$ cat src/rtl/din_debounce_pulse.sv
// Debounces a raw asynchronous level through a 2-flop synchronizer and a
// 4-state stability FSM; emits a one-cycle strobe and a wrapping count per accepted rise.
module din_debounce_pulse #(
  parameter int unsigned DEBOUNCE_CYCLES = 4
) (
  input  logic       clk,
  input  logic       rst,
  input  logic       btn_in,
  output logic       din_pulse,
  output logic       level,
  output logic [7:0] press_count
);

  typedef enum logic [1:0] {
    LOW       = 2'd0,
    RISE_WAIT = 2'd1,
    HIGH      = 2'd2,
    FALL_WAIT = 2'd3
  } state_t;

  localparam logic [15:0] CNT_LAST = 16'(DEBOUNCE_CYCLES - 1);

  state_t      state;
  logic        sync1, sync2;
  logic [15:0] cnt;

  always_ff @(posedge clk) begin
    if (rst) begin
      sync1       <= 1'b0;
      sync2       <= 1'b0;
      state       <= LOW;
      cnt         <= 16'd0;
      din_pulse   <= 1'b0;
      level       <= 1'b0;
      press_count <= 8'd0;
    end else begin
      sync1     <= btn_in;
      sync2     <= sync1;
      din_pulse <= 1'b0;
      case (state)
        LOW: begin
          if (sync2) begin
            state <= RISE_WAIT;
            cnt   <= 16'd0;
          end
        end
        RISE_WAIT: begin
          if (!sync2) begin
            state <= LOW;
            cnt   <= 16'd0;
          end else if (cnt == CNT_LAST) begin
            state       <= HIGH;
            level       <= 1'b1;
            din_pulse   <= 1'b1;
            press_count <= press_count + 8'd1;
          end else begin
            cnt <= cnt + 16'd1;
          end
        end
        HIGH: begin
          if (!sync2) begin
            state <= FALL_WAIT;
            cnt   <= 16'd0;
          end
        end
        FALL_WAIT: begin
          // A bounce back to 1 returns to HIGH silently; only RISE_WAIT->HIGH strobes.
          if (sync2) begin
            state <= HIGH;
            cnt   <= 16'd0;
          end else if (cnt == CNT_LAST) begin
            state <= LOW;
            level <= 1'b0;
          end else begin
            cnt <= cnt + 16'd1;
          end
        end
        default: begin
          state <= LOW;
          cnt   <= 16'd0;
          level <= 1'b0;
        end
      endcase
    end
  end

endmodule

$ cat config.mk
export PLATFORM = sky130hd
export DESIGN_NAME = din_debounce_pulse
export DESIGN_NICKNAME = d
export VERILOG_FILES = /design/src/rtl/din_debounce_pulse.sv
export SDC_FILE = /design/constraint.sdc
export NUM_CORES = 1
export LEC_CHECK = 0
export CAP_MARGIN = 20
export CORE_MARGIN = 1.5
export CORE_UTILIZATION = 36
export CTS_BUF_LIST = sky130_fd_sc_hd__clkbuf_8 sky130_fd_sc_hd__clkbuf_16
export CTS_CLUSTER_SIZE = 10
export DETAILED_ROUTE_END_ITERATION = 7
export DONT_BUFFER_PORTS = 1
export GPL_ROUTABILITY_DRIVEN = 0
export PLACE_DENSITY = 0.51
export SLEW_MARGIN = 5
export SYNTH_ARGS = -nofsm -noshare
export SYNTH_HDL_FRONTEND = slang
export SYNTH_SLANG_ARGS = --single-unit
$ cat constraint.sdc
create_clock -name clk -period 2.6 [get_ports clk]
set_input_delay 0.13 -clock clk [delete_from_list [all_inputs] [get_ports clk]]
set_output_delay 0.13 -clock clk [all_outputs]
set_load 0.1 [all_outputs]
==> results by group <==
Outcome
  • Status: finished clean

Synthesis
  • Top cell type's share of synthesized area: 0.401
  • Commonest cells post-synth: dfxtp_1 (30), a21oi_1 (17), o21ai_0 (12), nand2_1 (11), nand3_1 (10)
  • Dominant synthesized flop cell: dfxtp_1
  • Number of flops mapped to enable cells by yosys: 0
  • Post-synthesis compound-gate area fraction: 0.233
  • Yosys warning total: 0
  • Share of async-settable or async-resettable flops after synthesis: 0
  • Post-Syn Area: roughly 0.0015 mm2
  • Synth top area cells: dfxtp_1 (40%), a21oi_1 (5.7%), o21ai_0 (4.0%), and4_1 (3.5%), nand3_1 (3.3%)
  • Mux contribution to synthesized area: 0
  • Sequential element share of the synthesized area: 0.401
  • Count leader, synth: dfxtp_1
  • Syn_nets: approximately 180
  • Simple-Gate Fraction of Synth Area: 0.292
  • Main combinational cell family by area after synthesis: simple AND/OR/NAND/NOR gates
  • Syn Inst Count: around 180
  • Syn_area_per_cell: 8.37 um2
  • Number of library cell types mapped by synthesis: 39
  • Adder-cell share of the synthesized area: 0.0167
  • Top cell type by total area after synthesis: dfxtp_1
  • Synth Area in XOR/XNOR: 0.0117
  • FF+latch count, synth: 30

Clock tree
  • CTS Sinks: 30
  • H-tree depth: 2
  • Skew-Pair Late Insertion Delay: 0.29 ns
  • TritonCTS clock tree: built
  • Reg clk slew, reported paths: ~0.070 ns
  • CTS buffer count: 5
  • CTS root buf: clkbuf_8
  • Clock buffer depth: 2

Power
  • Pwr dens: 562 mW/mm2
  • Pleak: ~0.6 nW
  • Worst vdd ir: a little under 0.3 mV

Cells and area
  • Area of the multi-input gates: around 830 um2
  • Reg area: ~600 um2
  • Layout cells sized above 1: 0.106
  • Fin area: between 0.0015 and 0.002 mm2
  • Synth-to-layout area growth: 14.8%
  • Fill cell count: between 400 and 500
  • Fin nets: 192
  • Ant. Diodes: 0

Flow run
  • Max-cap viol count: 0

Detailed routing
  • Routed wire length: roughly 3700 um
  • WL per Instance: 15.4 um
  • Vias/cell: between 5 and 6
  • Residual DRC count: 0
  • DRT iter0 DRCs: 77
  • Initial DRT Pass Iterations: 4
  • Routed Antenna Nets: 0
  • Vias: between 1,000 and 1,500

Floorplanning
  • I/O Pins: 13
  • FP Rows: 23
  • Full die area: between 0.004 and 0.005 mm2
  • Die Height: between 60 and 70 um
  • Initial Util: 0.374
  • Die Wd: a little under 70 um
  • Placeable Area: around 0.004 mm2

Global route
  • First-pass GRT wire length: 5940 um
  • Initial antenna violation count: 0
  • Vias in the first global route: approximately 1,300
  • GRT overflow: 0
  • Largest net degree at the start of global routing: 21
  • GRT Overall Usage: 0.175

Worst hold path
  • Hold path startpoint: rst
  • Hold Crit Depth: 1
  • Worst hold endpoint: press_count[4]
  • Worst hold path class: in -> reg

Critical path
  • R2R Setup Slk: between 0.5 and 0.6 ns
  • Startpoint types: flip-flop
  • Reg-to-Reg End: press_count[5]
  • Worst flop-to-flop path startpoint: cnt[0]
  • Critical-path maximum fanout: 15
  • Critical path class: reg -> reg
  • Worst reg-to-reg path cell count: 6
  • CP Capture Type: flip-flop
  • CP startpoint: cnt[0]
  • Data arrival time of the critical path: ~2.3 ns
  • Data required time of the worst path: around 2.8 ns

Timing
  • F_max: about 480 MHz
  • Max_slew headroom: 0.342
  • Setup TNS: 0 ns
  • Final Cycle Share: 0.804
  • Fin Clk Skew: 0.00514 ns
  • Final min period: between 2 and 2.5 ns
  • Setup violators final: 0
  • WHS: about 0.018 ns
  • Final Hold Fails: 0
  • Worst-Margin Slew: between 0.9 and 1 ns
  • Slew Limit Fails: 0
  • RSZ-0062 raised after global routing: no

Place
  • DP Area: around 0.0016 mm2
  • Buffers on Ports: 0
  • Final HPWL DP: around 2500 um
## registers in the layout (all words and copies together) (netlist names), named ones only
register     count
cnt             16
press_count      8
din_pulse        1
level            1
state            1
sync1            1
sync2            1
## layer usage
| layer | GRT usage | vias up | routed length [um] | share of wire |
|---|---|---|---|---|
| met4 | 0.0689 | 0 | 56 | 0.015 |
| met2 | 0.278 | 30 | 1720 | 0.47 |
| li1 | - | 706 | - | - |
| met5 | 0 | - | 0 | 0 |
| met1 | 0.229 | 665 | 1730 | 0.47 |
| met3 | 0.0417 | 7 | 168 | 0.046 |
## placed cells by master, fill, tap and decap left out, drive strengths merged, types with 6 or more instances in the layout
master	synthesis	routed
a21oi	17	17
inv	6	6
buf	3	10
nand3	10	10
nand2	11	11
o21ai	12	12
or4	6	6
nor3	8	8
and4	6	6
dfxtp	30	30
## cells by family (layout without fill, tap and decap cells)
family                     Yosys count  count (layout)
AOI/OAI and AO/OA                   55              55
xor gates and xnor gates             2               2
adders and majority gates            2               2
buffers and inverters               17              26
DFF                                 30              30
and+or+nand+nor                     73              73
## worst max-delay path, cell delays in order, from the launching register on
cell     delay [ns]
dfxtp_1        0.39
ha_1           0.25
nor4b_1        0.33
nand4_1        0.18
buf_4          0.23
or4_1          0.47
a21oi_1        0.15
## power breakdown
group,switching [mW],total (mW),internal [mW]
Sequential,0.00552,0.470,0.464
Combinational,0.0195,0.0307,0.0113
Clock,0.183,0.465,0.282
## repair_timing
item                                    CTS  global route
hold buffers                              2             0
hold endpoints to repair                 20             0
endpoints found under the setup margin    0             0
buffers inserted                          0             0
resized for setup                         0             0
## worst max-delay path by stage
stage | depth (start not counted) | slack (ns) | to
2_1_floorplan | 3 | 0.55 | press_count[5]
3_3_place_gp | 6 | 0.67 | press_count[7]
3_5_place_dp | 6 | 0.60 | press_count[5]
4_1_cts | 6 | 0.55 | press_count[5]
5_1_grt | 6 | 0.39 | press_count[6]
6_report | 6 | 0.51 | press_count[5]
## stage by stage
step	total power [mW]	util	cells	setup slack, ns
after floorplan	0.502	-	179	0.545
after global placement	0.504	0.398	228	0.668
after detailed placement	0.503	0.398	228	0.596
after CTS	0.978	0.430	238	0.548
after global routing	0.999	0.430	238	0.394
final	0.966	0.430	238	0.510
## cell type report
cell class | instances | share of cell area
Multi-Input combinational cell | 132 | 0.483
Sequential cell | 30 | 0.349
Timing Repair Buffer | 12 | 0.0553
Clock buffer | 5 | 0.0400
Tap cell | 50 | 0.0364
Clock inverter | 3 | 0.0233
Inverter | 6 | 0.0131
Note: power is estimated with default switching activity, not from simulation.
